$ cat config.mk
export PLATFORM = sky130hd
export DESIGN_NAME = conv_layer_scheduler
export DESIGN_NICKNAME = d
export VERILOG_FILES = /design/src/rtl/conv_layer_scheduler.sv
export SDC_FILE = /design/constraint.sdc
export NUM_CORES = 1
export LEC_CHECK = 0
export CAP_MARGIN = 20
export CORE_AREA = 2 2 299 301
export DETAILED_ROUTE_END_ITERATION = 8
export DIE_AREA = 0 0 301 303
export GPL_ROUTABILITY_DRIVEN = 0
export SLEW_MARGIN = 20
export SYNTH_ARGS = -nofsm -noshare
export SYNTH_HDL_FRONTEND = slang
export SYNTH_SLANG_ARGS = --single-unit
$ cat constraint.sdc
create_clock -name clk -period 26.9 [get_ports clk]
set_clock_uncertainty 0.15 [all_clocks]
set_input_delay 5.38 -clock clk [delete_from_list [all_inputs] [get_ports clk]]
set_output_delay 5.38 -clock clk [all_outputs]
set_load 0.03 [all_outputs]
$ cat src/rtl/conv_layer_scheduler.sv
// Sequences the 5x5 conv engine over NUM_CHANNELS kernels: weight load, column fetch, result tagging.
// Optional perf counters (cyc_count, ch_count) are built when SCHED_PERF_EN is defined.
module conv_layer_scheduler #(
  parameter int DATA_WIDTH   = 16,
  parameter int KERNEL_SIZE  = 5,
  parameter int IMAGE_SIZE   = 28,
  parameter int NUM_CHANNELS = 4,
  parameter int MEM_WIDTH    = 256,
  localparam int CH_W = (NUM_CHANNELS > 1) ? $clog2(NUM_CHANNELS) : 1
) (
  input  logic                             clk,
  input  logic                             rst,
  input  logic                             start,
  output logic                             busy,
  output logic                             done,
  output logic                             err,
  output logic                             w_rd_en,
  output logic [7:0]                       w_addr,
  input  logic [DATA_WIDTH-1:0]            w_rd_data,
  output logic                             img_rd_en,
  output logic [11:0]                      img_addr,
  input  logic [MEM_WIDTH-1:0]             img_rd_data,
  output logic                             eng_kernel_load,
  output logic [DATA_WIDTH-1:0]            eng_weight,
  output logic                             eng_col_valid,
  output logic [DATA_WIDTH*IMAGE_SIZE-1:0] eng_col,
  input  logic                             eng_out_valid,
  output logic                             out_valid,
  output logic [CH_W-1:0]                  out_ch,
  output logic [4:0]                       out_col,
`ifdef SCHED_PERF_EN
  output logic [31:0]                      cyc_count,
  output logic [7:0]                       ch_count,
`endif
  input  logic                             out_ready
);
  localparam logic [2:0] S_IDLE    = 3'd0;
  localparam logic [2:0] S_LOAD_W  = 3'd1;
  localparam logic [2:0] S_FETCH   = 3'd2;
  localparam logic [2:0] S_DRAIN   = 3'd3;
  localparam logic [2:0] S_NEXT_CH = 3'd4;
  localparam logic [2:0] S_DONE    = 3'd5;

  localparam int KK      = KERNEL_SIZE * KERNEL_SIZE;
  localparam int NOUT    = IMAGE_SIZE - KERNEL_SIZE + 1;
  localparam int NRD     = 2 * IMAGE_SIZE;
  localparam int LANES   = MEM_WIDTH / DATA_WIDTH;
  localparam int HI_ROWS = IMAGE_SIZE - LANES;
  localparam int COLW    = DATA_WIDTH * IMAGE_SIZE;

  logic [2:0]      state_q, state_d;
  logic [CH_W-1:0] ch_q, ch_d;
  logic [7:0]      k_q, k_d;
  logic [6:0]      f_q, f_d;
  logic [4:0]      cnt_q, cnt_d;
  logic            err_q, err_d;
  logic            kl_q, kl_d;
  logic            rd_q, rd_d;
  logic            rd_half_q, rd_half_d;
  logic            col_valid_q, col_valid_d;
  logic [COLW-1:0] col_q, col_d;
  logic            in_res;

  always_comb begin
    state_d     = state_q;
    ch_d        = ch_q;
    k_d         = k_q;
    f_d         = f_q;
    cnt_d       = cnt_q;
    err_d       = err_q;
    col_d       = col_q;
    col_valid_d = 1'b0;
    in_res      = (state_q == S_FETCH) || (state_q == S_DRAIN);
    out_valid   = eng_out_valid && in_res;
    w_rd_en     = (state_q == S_LOAD_W) && (k_q < 8'(KK));
    img_rd_en   = (state_q == S_FETCH) && (f_q < 7'(NRD));
    kl_d        = w_rd_en;
    rd_d        = img_rd_en;
    rd_half_d   = f_q[0];

    // Even address returns the top 16 rows; odd address completes the column.
    if (rd_q) begin
      if (!rd_half_q) begin
        col_d[0 +: LANES*DATA_WIDTH] = img_rd_data[0 +: LANES*DATA_WIDTH];
      end else begin
        col_d[LANES*DATA_WIDTH +: HI_ROWS*DATA_WIDTH] = img_rd_data[0 +: HI_ROWS*DATA_WIDTH];
        col_valid_d = 1'b1;
      end
    end

    // Results are counted even when the writer drops them: the engine cannot stall.
    if (out_valid) cnt_d = cnt_q + 5'd1;

    case (state_q)
      S_IDLE: begin
        if (start) begin
          state_d = S_LOAD_W;
          ch_d    = '0;
          k_d     = '0;
          f_d     = '0;
          cnt_d   = '0;
          err_d   = 1'b0;
        end
      end
      S_LOAD_W: begin
        if (k_q == 8'(KK)) begin
          state_d = S_FETCH;
          f_d     = '0;
        end else begin
          k_d = k_q + 8'd1;
        end
      end
      S_FETCH: begin
        if (f_q < 7'(NRD)) f_d = f_q + 7'd1;
        if ((f_q == 7'(NRD)) && col_valid_q) state_d = S_DRAIN;
      end
      S_DRAIN: begin
        if (cnt_d == 5'(NOUT)) state_d = S_NEXT_CH;
      end
      S_NEXT_CH: begin
        cnt_d = '0;
        k_d   = '0;
        if (ch_q == CH_W'(NUM_CHANNELS - 1)) begin
          state_d = S_DONE;
        end else begin
          ch_d    = ch_q + 1'b1;
          state_d = S_LOAD_W;
        end
      end
      S_DONE:  state_d = S_IDLE;
      default: state_d = S_IDLE;
    endcase

    if ((out_valid && !out_ready) || (eng_out_valid && !in_res)) err_d = 1'b1;
  end

  always_ff @(posedge clk or posedge rst) begin
    if (rst) begin
      state_q     <= S_IDLE;
      ch_q        <= '0;
      k_q         <= '0;
      f_q         <= '0;
      cnt_q       <= '0;
      err_q       <= 1'b0;
      kl_q        <= 1'b0;
      rd_q        <= 1'b0;
      rd_half_q   <= 1'b0;
      col_valid_q <= 1'b0;
      col_q       <= '0;
    end else begin
      state_q     <= state_d;
      ch_q        <= ch_d;
      k_q         <= k_d;
      f_q         <= f_d;
      cnt_q       <= cnt_d;
      err_q       <= err_d;
      kl_q        <= kl_d;
      rd_q        <= rd_d;
      rd_half_q   <= rd_half_d;
      col_valid_q <= col_valid_d;
      col_q       <= col_d;
    end
  end

  assign busy            = (state_q != S_IDLE);
  assign done            = (state_q == S_DONE);
  assign err             = err_q;
  assign w_addr          = 8'(int'(ch_q) * KK + int'(k_q));
  assign img_addr        = 12'(f_q);
  assign eng_kernel_load = kl_q;
  assign eng_weight      = kl_q ? w_rd_data : '0;
  assign eng_col_valid   = col_valid_q;
  assign eng_col         = col_q;
  assign out_ch          = out_valid ? ch_q : '0;
  assign out_col         = out_valid ? cnt_q : '0;

`ifdef SCHED_PERF_EN
  logic [31:0] cyc_q, cyc_d;
  logic [7:0]  chc_q, chc_d;

  always_comb begin
    cyc_d = cyc_q;
    chc_d = chc_q;
    if ((state_q == S_IDLE) && start) cyc_d = '0;
    else if (busy)                    cyc_d = cyc_q + 32'd1;
    if (state_q == S_NEXT_CH) chc_d = chc_q + 8'd1;
  end

  always_ff @(posedge clk or posedge rst) begin
    if (rst) begin
      cyc_q <= '0;
      chc_q <= '0;
    end else begin
      cyc_q <= cyc_d;
      chc_q <= chc_d;
    end
  end

  assign cyc_count = cyc_q;
  assign ch_count  = chc_q;
`endif
endmodule

==> results of run 1 <==
flip-flops by register name (all words and copies together) (netlist names):
register	cells
eng_kernel_load	1
err	1
f_q	7
k_q	8
eng_col	448
cnt_q	5
rd_q	1
rd_half_q	1
eng_col_valid	1
state_q	3
ch_q	2
kinds of logic (layout without fill, tap and decap cells):
| family | after synthesis | count (layout) | synth area share [%] |
|---|---|---|---|
| DFF | 478 | 478 | 64.22 |
| other | 1 | 6 | 0.02013 |
| buffers and inverters | 83 | 901 | 2.042 |
| muxes | 451 | 451 | 27.27 |
| AOI/OAI and AO/OA | 45 | 45 | 1.538 |
| and+or+nand+nor | 91 | 91 | 2.862 |
| adders and majority gates | 18 | 18 | 1.290 |
| xor gates and xnor gates | 16 | 16 | 0.7524 |
per-stage QoR:
step	area (µm²)	utilization (%)	setup WS [ns]	hold WS, ns
after floorplan	18640	-	8.034	0.3945
after global placement	27630	31.41	14.13	0.3369
after detailed placement	27630	31.41	14.09	0.3411
after CTS	29370	33.38	14.08	0.3539
after global routing	29380	33.39	13.97	0.3619
final	29380	33.39	14.06	0.3506
per-layer routing:
layer | vias up | wire, µm | global-route usage (%)
li1 | 5752 | - | -
met1 | 6448 | 21700 | 13.40
met2 | 523 | 29480 | 21.14
met3 | 101 | 4947 | 4.318
met4 | 4 | 1730 | 4.134
met5 | - | 24 | 0
where the power goes:
group / internal (W) / switching (W)
Combinational: 0.00103 / 0.00123
Clock: 0.000424 / 0.000299
Sequential: 0.00108 / 0.000216
cells in the final DEF (no fill, tap or decap), types with 13 or more instances in the layout:
cell             synthesis  layout
mux2_2                 448     448
inv_1                   18      16
clkbuf_1                22      15
a21oi_1                 16      16
clkbuf_16                0      55
and2_1                  23      23
dfrtp_1                478     478
clkdlybuf4s50_1          0     770
buf_4                    5      13
ha_1                    16      16
nor2_1                  16      16
area by class of cell:
cell class	count	area [µm²]
multi-input cells	626	6314
diodes	1	2.502
repair buffers	784	7825
flip-flops and latches	478	11960
inverters	19	81.33
well taps	1165	1458
fillers	8638	58590
clock buffers	81	1584
clock inverters	17	150.1
Yosys cell counts, drive strengths merged, types with 2 or more instances:
| cell type | count | area share [%] |
|---|---|---|
| nor2b | 5 | 0.17 |
| inv | 18 | 0.36 |
| nor4 | 4 | 0.13 |
| xor2 | 11 | 0.52 |
| nand3 | 4 | 0.11 |
| nor4b | 2 | 0.094 |
| clkbuf | 22 | 0.44 |
| mux2 | 449 | 27 |
| a31oi | 5 | 0.17 |
| o22ai | 3 | 0.10 |
| nor3 | 2 | 0.081 |
| xnor2 | 5 | 0.24 |
| ha | 16 | 1.1 |
| and3 | 5 | 0.17 |
| nor2 | 16 | 0.32 |
| and3b | 2 | 0.094 |
| dfrtp | 478 | 64 |
| nand2 | 11 | 0.22 |
| o21ai | 10 | 0.27 |
| nand2b | 2 | 0.067 |
| nand4 | 9 | 0.30 |
| o211ai | 2 | 0.081 |
| and2 | 23 | 0.77 |
| a21oi | 16 | 0.43 |
| buf | 42 | 1.2 |
| fa | 2 | 0.21 |
| mux2i | 2 | 0.11 |
worst max-delay path by stage:
stage | start | end | slack [ns] | depth (start not counted)
after global routing | eng_out_valid | out_col[3] | 13.97 | 4
after CTS | eng_out_valid | out_col[3] | 14.08 | 4
final | eng_out_valid | out_col[3] | 14.06 | 4
after global placement | eng_out_valid | out_ch[1] | 14.13 | 4
after floorplan | rst | ch_q[0]$_DFFE_PP0P_ | 8.03 | 1
after detailed placement | eng_out_valid | out_col[3] | 14.09 | 4
==> metrics, run 1 <==
initial antenna violation count=4; Worst-path clk slew=0.06 ns; global-route wire length before repair=approximately 85 mm; Max transition margin=28.79%; min-delay worst type=reg -> reg; crit path cell chain=clkdlybuf4s50_1, and3b_1, and2_1, clkdlybuf4s50_1; R2R Path End=eng_col[323]$_DFFE_PP0P_; hold depth=1; layout cells sized above 1=27.63%; library cells used by synthesis=50; CTS sink count=478; Antenna Nets Post-Route=0; Crit Path Class=in -> out; delay-heaviest family, CP=buffers and inverters; WL/cell=18.25 µm; CP most frequent cell=clkdlybuf4s50_1; Hold Path End=eng_col[292]$_DFFE_PP0P_; max-slew violation count=0; peak supply drop=0.07898 mV; critical path's largest stage delay=roughly 0.68 ns; Detailed Routing Iterations Pass 1=5; Die X=around 300 µm; Synth Instances=roughly 1200; Async SR Flop Fraction=100.0%; Post-synth EDFFs=0; Worst Max-Slew Pin Slew=between 1 and 1.5 ns; final std cells w/o fill=3171; Bufs on Longest Clock Path=3; io pins=776; Die ar.=91200 µm²; sequential cell area fraction in the yosys report=64.22%; overall global routing resource usage=roughly 12%; final setup TNS=0 ns; CP max stage cell=clkdlybuf4s50_1; total CTS buffers=55; total wire length=roughly 58 mm; total vias in the final route=about 13000; Final Critical Period=12.84 ns; worst reg2reg path depth=4; Yosys reg bits=478; vias in the first global route=13690; Final Cycle Share=47.73%; Critical Path Fanout Max=14; Die Span Y=303 µm; Hold Startpoint=eng_col[292]$_DFFE_PP0P_; clock latency at the later pin of the worst-skew pair=around 0.6 ns; Primary FF master, synth=dfrtp_1; largest net degree at the start of global routing=148; RSZ-0062 raised after global routing=no; CTS tree=built; htree depth=2; startpoint types=input pin; DRT iter0 DRCs=489; Layout Nets=approximately 2300; DRC violations left=0; pwr/cell area=~150 nW/µm²; max-cap violations=0; CTS Hold Bufs=0; syn avg cell area=approximately 16 µm²; Synth Warn #=0; Reg-to-Reg Start=rd_half_q$_DFF_PP0_; number of port buffers=770; Placed Instances=3071; Resize count post-CTS=0; outcome=finished, final reports clean; CP Data Required Time=about 21 ns; Initial Util=21.17%; total grt overflow=0; CP arrival=7.31 ns; HPWL after detailed placement=42.44 mm; Post-CTS Setup Inserts=0; row cnt=109; fmax=77.89 MHz; Crit path buffers/inverters=2; Layout Area Growth over Synthesis=57.72%; core area=around 88000 µm²; final hold vios=0; Worst R2R Setup Slack=24.11 ns; Lkg Pwr=11.96 nW; Setup-failing EPs final=0; total power=0.004287 W; mapped cell area=18630 µm²; Crit. End Element=output pin; CTS Root Cell=clkbuf_16; Via density=4.045
(Power assumes the default switching activity.)
==> inputs of run 2 (changes only) <==
--- a/config.mk
+++ b/config.mk
@@ -6,9 +6,9 @@
 export NUM_CORES = 1
 export LEC_CHECK = 0
 export CAP_MARGIN = 20
-export CORE_AREA = 2 2 299 301
+export CORE_AREA = 2 2 300 302
 export DETAILED_ROUTE_END_ITERATION = 8
-export DIE_AREA = 0 0 301 303
+export DIE_AREA = 0 0 302 304
 export GPL_ROUTABILITY_DRIVEN = 0
 export SLEW_MARGIN = 20
 export SYNTH_ARGS = -nofsm -noshare
==> constraint.sdc (replaced) <==
create_clock -name clk -period 12.8 [get_ports clk]
set_clock_uncertainty 0.15 [all_clocks]
set_input_delay 2.56 -clock clk [delete_from_list [all_inputs] [get_ports clk]]
set_output_delay 2.56 -clock clk [all_outputs]
set_load 0.03 [all_outputs]
==> metrics, run 2 (synthesis gave the netlist of run 1 again) <==
outcome=finished, final reports clean (unchanged); layout cells sized above 1=27.08% (was 27.63%); CTS Hold Bufs=0 (unchanged); max reg flops=448 (unchanged); clock latency at the later pin of the worst-skew pair=0.59 ns (about the same); Layout Area Growth over Synthesis=57.39% (was 57.72%); worst slack, placed=5.580 ns (was 14.09 ns); Initial Util=20.92% (was 21.17%); Net Sw Frac=40.71% (was 40.72%); DRC violations left=0 (unchanged); initial antenna violation count=0 (was 4); Post-CTS Setup Inserts=0 (unchanged); commonest non-fill, non-tap cells in the layout=clkdlybuf4s50_1, dfrtp_1, mux2_2 (unchanged); most common cell after layout, fill and taps aside=clkdlybuf4s50_1 (unchanged); CTS sink count=478 (unchanged); Layout Nets=2256 (was 2259); DRT iter0 DRCs=576 (was 489); Worst-path clk slew=0.05 ns (was 0.06 ns); Clk pwr share=16.4% (was 16.9%); worst reg2reg path depth=4 (unchanged); Lkg Pwr=11.90 nW (was 11.96 nW); Antenna Nets Post-Route=0 (unchanged); min-delay worst type=reg -> reg (unchanged); Crit Path Class=in -> out (unchanged); core area=89050 µm² (was 87970 µm²); Resize count post-CTS=0 (unchanged); vias in the first global route=13930 (was 13690); Crit path buffers/inverters=2 (unchanged); Worst Max-Slew Pin Slew=1.040 ns (was 1.068 ns); Worst R2R Setup Slack=9.91 ns (was 24.11 ns); Hold Path End=eng_col[284]$_DFFE_PP0P_ (was eng_col[292]$_DFFE_PP0P_); Via density=3.988 (was 4.045); Crit. End Element=output pin (unchanged); Filler Cells Inserted=8679 (was 8638); Setup-failing EPs final=0 (unchanged); internal power=0.005314 W (was 0.002541 W); CP most frequent cell=clkdlybuf4s50_1 (unchanged); Max transition margin=30.70% (was 28.79%); htree depth=2 (unchanged); final worst setup slack=5.575 ns (was 14.06 ns); HPWL after detailed placement=42.06 mm (was 42.44 mm); CTS tree=built (unchanged); Critical Path Fanout Max=14 (unchanged); WL/cell=17.90 µm (was 18.25 µm); total CTS buffers=55 (unchanged); delay-heaviest family, CP=buffers and inverters (unchanged); Hold Startpoint=eng_col[284]$_DFFE_PP0P_ (was eng_col[292]$_DFFE_PP0P_); total grt overflow=0 (unchanged); RSZ-0062 raised after global routing=no (unchanged); global-route wire length before repair=85.46 mm (was 85.06 mm); largest net degree at the start of global routing=155 (was 148); Bufs on Longest Clock Path=3 (unchanged); Reg-to-Reg Start=rd_half_q$_DFF_PP0_ (unchanged); peak supply drop=0.1576 mV (was 0.07898 mV); Comb pwr share=53.0% (was 52.8%); Die X=302 µm (was 301 µm); Die ar.=91810 µm² (was 91200 µm²); total power=0.008962 W (was 0.004287 W); total wire length=56.81 mm (was 57.89 mm); diode count=0 (was 1); fmax=between 100 and 150 MHz; Psw=0.003648 W (was 0.001745 W); crit path cell chain=clkdlybuf4s50_1, and3b_1, and2_1, clkdlybuf4s50_1 (unchanged); CP Data Required Time=10.09 ns (was 21.37 ns); Detailed Routing Iterations Pass 1=6 (was 5); critical path's largest stage delay=0.68 ns (about the same); R2R Path End=eng_col[294]$_DFFE_PP0P_ (was eng_col[323]$_DFFE_PP0P_); Final Cycle Share=a little under three fifths; max-cap violations=0 (unchanged); Die Span Y=304 µm (was 303 µm); CP max stage cell=clkdlybuf4s50_1 (unchanged); pwr/cell area=305.7 nW/µm² (was 145.9 nW/µm²); worst hold margin=0.3504 ns (was 0.3506 ns); CP arrival=4.51 ns (was 7.31 ns); Reg area=11960 µm² (unchanged); final hold vios=0 (unchanged); row cnt=110 (was 109); io pins=776 (unchanged); final setup TNS=0 ns (unchanged); Reg power frac=30.6% (was 30.3%); max-slew violation count=0 (unchanged); Multi-input gate area=6317 µm² (was 6314 µm²); CTS Root Cell=clkbuf_16 (unchanged); startpoint types=input pin (unchanged); overall global routing resource usage=11.93% (was 12.01%); total vias in the final route=12660 (was 12830); hold depth=1 (unchanged); number of port buffers=770 (unchanged); Final Critical Period=between 7 and 8 ns
[run 2: changes by cell type in the layout (fill, tap and decap cells not counted), moves of 2 or more]
cell and change:
clkinv_2 -3, buf_12 +2, clkbuf_8 -5, clkbuf_1 +7
buf_4 -6
[run 2: worst max-delay path by stage]
stage / start / cells after the start / to
2_1_floorplan: rst / 1 / ch_q[0]$_DFFE_PP0P_
6_report: eng_out_valid / 4 / out_col[1]
3_3_place_gp: eng_out_valid / 4 / out_col[0]
5_1_grt: eng_out_valid / 4 / out_col[1]
3_5_place_dp: eng_out_valid / 4 / out_col[1]
4_1_cts: eng_out_valid / 4 / out_col[1]
[run 2: area by class of cell]
class	instances	share of cell area [%]
inverter	19	0.2604
timing repair buffer	781	26.71
clock buffer	83	5.258
tap	1176	5.019
sequential	478	40.80
multi-input combinational	626	21.55
clock inverter	11	0.3927
[run 2: power groups by stage]
stage	combinational, W	sequential, W	clock, W
finish	0.00475	0.00274	0.00147
global route	0.00497	0.00285	0.00160
CTS	0.00481	0.00276	0.00153
detailed placement	0.00480	0.00277	0
global placement	0.00475	0.00273	0
floorplan	0.00129	0.00414	0
[run 2: routing by layer]
metal  GRT usage [%]  part of all wire (%)  vias up
met5               0                     0        -
met4           3.753                   2.7        0
met3           4.119                   8.7       86
met2           21.80                    52      495
met1           12.75                    36     6353
li1                -                     -     5724
[run 2: metrics by stage]
| stage | instance area, µm² | cells | utilization, % |
|---|---|---|---|
| finish | 29310 | 3174 | 32.92 |
| global route | 29310 | 3174 | 32.92 |
| CTS | 29310 | 3174 | 32.91 |
| detailed placement | 27650 | 3080 | 31.05 |
| global placement | 27650 | 3080 | 31.05 |
| floorplan | 18640 | 1187 | - |
[run 2: worst register-to-register path: stages (launching register included)]
cell	delay, ns
dfrtp_1	0.43
nand2_4	0.41
buf_4	0.49
buf_4	0.76
mux2_2	0.54
==> inputs of run 3 (changes only) <==
--- a/config.mk
+++ b/config.mk
@@ -6,9 +6,9 @@
 export NUM_CORES = 1
 export LEC_CHECK = 0
 export CAP_MARGIN = 20
-export CORE_AREA = 2 2 300 302
+export CORE_AREA = 2 2 306 308
 export DETAILED_ROUTE_END_ITERATION = 8
-export DIE_AREA = 0 0 302 304
+export DIE_AREA = 0 0 308 310
 export GPL_ROUTABILITY_DRIVEN = 0
 export SLEW_MARGIN = 20
 export SYNTH_ARGS = -nofsm -noshare
==> constraint.sdc (replaced) <==
create_clock -name clk -period 5.95 [get_ports clk]
set_clock_uncertainty 0.15 [all_clocks]
set_input_delay 1.19 -clock clk [delete_from_list [all_inputs] [get_ports clk]]
set_output_delay 1.19 -clock clk [all_outputs]
set_load 0.03 [all_outputs]
==> metrics, run 3 (synthesis gave the netlist of run 1 again) <==
commonest non-fill, non-tap cells in the layout=clkdlybuf4s50_1, dfrtp_1, mux2_2 (unchanged); most common cell after layout, fill and taps aside=clkdlybuf4s50_1 (unchanged); Initial Util=20.14% (was 20.92%); max reg flops=448 (unchanged); CTS sink count=478 (unchanged); Max transition margin=22.79% (was 30.70%); worst hold margin=0.3504 ns (about the same); Final Cycle Share=80.52%; CTS tree=built (unchanged); Die X=308 µm (was 302 µm); outcome=finished, final reports clean (unchanged); max-cap violations=0 (unchanged); HPWL after detailed placement=43.86 mm (was 42.06 mm); Layout Nets=2263 (was 2256); Lkg Pwr=12.11 nW (was 11.90 nW); fmax=208.7 MHz; Resize count post-CTS=0 (unchanged); final worst setup slack=1.159 ns (was 5.575 ns); Die Span Y=310 µm (was 304 µm); min-delay worst type=reg -> reg (unchanged); Final Critical Period=4.791 ns; Crit Path Class=reg -> out (was in -> out); total CTS buffers=55 (unchanged); initial antenna violation count=3 (was 0); RSZ-0062 raised after global routing=no (unchanged); peak supply drop=0.3528 mV (was 0.1576 mV); CP most frequent cell=inv_1 (was clkdlybuf4s50_1); total wire length=59.03 mm (was 56.81 mm); htree depth=2 (unchanged); DRC violations left=0 (unchanged); crit path cell chain=inv_1, fa_1, inv_1, ha_1, a31oi_1, o21ai_0, xor2_1, clkdlybuf4s50_1 (was clkdlybuf4s50_1, and3b_1, and2_1, clkdlybuf4s50_1); vias in the first global route=13940 (was 13930); CP Data Required Time=4.61 ns (was 10.09 ns); CTS Root Cell=clkbuf_16 (unchanged); total grt overflow=0 (unchanged); final hold vios=0 (unchanged); core area=92490 µm² (was 89050 µm²); Crit. End Element=output pin (unchanged); Post-CTS Setup Inserts=0 (unchanged); layout cells sized above 1=28.11% (was 27.08%); Critical Path Fanout Max=7 (was 14); Detailed Routing Iterations Pass 1=4 (was 6); Via density=4.009 (was 3.988); CP max stage cell=clkdlybuf4s50_1 (unchanged); overall global routing resource usage=11.72% (was 11.93%); CTS Hold Bufs=0 (unchanged); largest net degree at the start of global routing=143 (was 155); worst slack, placed=1.507 ns (was 5.580 ns); Setup-failing EPs final=0 (unchanged); row cnt=112 (was 110); max-slew violation count=0 (unchanged); Antenna Nets Post-Route=0 (unchanged); total vias in the final route=12870 (was 12660); clock latency at the later pin of the worst-skew pair=0.61 ns (was 0.59 ns); global-route wire length before repair=86.17 mm (was 85.46 mm); DRT iter0 DRCs=494 (was 576); Worst-path clk slew=0.06 ns (was 0.05 ns); startpoint types=flop (was input pin); pwr/cell area=668.1 nW/µm² (was 305.7 nW/µm²); number of port buffers=770 (unchanged); WL/cell=18.39 µm (was 17.90 µm); Layout Area Growth over Synthesis=59.70% (was 57.39%); CP arrival=3.45 ns (was 4.51 ns); io pins=776 (unchanged); Bufs on Longest Clock Path=3 (unchanged); Die ar.=95480 µm² (was 91810 µm²); critical path's largest stage delay=0.70 ns (was 0.68 ns); Worst Max-Slew Pin Slew=1.158 ns (was 1.040 ns)
-- run 3: changes by cell type in the layout (fill, tap and decap cells not counted), sizes merged --
cell and delta:
clkinvlp +2, buf +7, clkbuf -9, diode +3
bufinv +9, clkinv +3
-- run 3: metal layers --
layer  share of wire [%]  GRT usage, %
met1                  37         12.69
met2                  52         20.99
met3                 7.9         3.794
met4                 3.4         4.923
met5                   0             0
-- run 3: worst paths after layout --
kind                                          start                  endpoint  slack, ns  depth (start not counted)
max                             ch_q[0]$_DFFE_PP0P_                 w_addr[7]       1.16                          8
min                        eng_col[196]$_DFFE_PP0P_  eng_col[196]$_DFFE_PP0P_       0.35                          1
max reg2reg                     rd_half_q$_DFF_PP0_  eng_col[426]$_DFFE_PP0P_       3.25                          4
min reg2reg                eng_col[196]$_DFFE_PP0P_  eng_col[196]$_DFFE_PP0P_       0.35                          1
max in group asynchronous                       rst  eng_col[438]$_DFFE_PP0P_       3.44                          4
min in group asynchronous                       rst  eng_col[347]$_DFFE_PP0P_       0.93                          2
-- run 3: report_power, final --
part           internal, W  leakage, nW  switching, W
combinational      0.00469         5.46       0.00558
clock              0.00232        0.970       0.00137
sequential         0.00490         5.67       0.00102
total               0.0119         12.1       0.00797
-- run 3: cell type report --
type,instances,area (µm²)
timing repair buffer,788,7905
fill,9105,62740
sequential,478,11960
tap,1197,1498
antenna,3,7.507
multi-input combinational,626,6314
clock inverter,25,411.6
inverter,19,77.57
clock buffer,74,1570
-- run 3: critical path: cells and delay by family (launching register included) --
family	cells	cell delay, ns
adder cells (fa/ha/maj)	2	0.88
XOR/XNOR	1	0.14
flip-flops	1	0.47
AO/OA/AOI/OAI	2	0.49
buffers and inverters	3	0.86
-- run 3: metrics by stage --
step / area, µm² / util [%] / power, W / std cells / setup TNS (ns)
floorplan: 18640 / - / 0.01169 / 1187 / -892.31
global placement: 27750 / 30.00 / 0.01615 / 3107 / 0
detailed placement: 27750 / 30.00 / 0.01634 / 3107 / 0
CTS: 29730 / 32.14 / 0.02016 / 3206 / 0
global route: 29740 / 32.16 / 0.02083 / 3209 / 0
finish: 29740 / 32.16 / 0.01987 / 3210 / 0
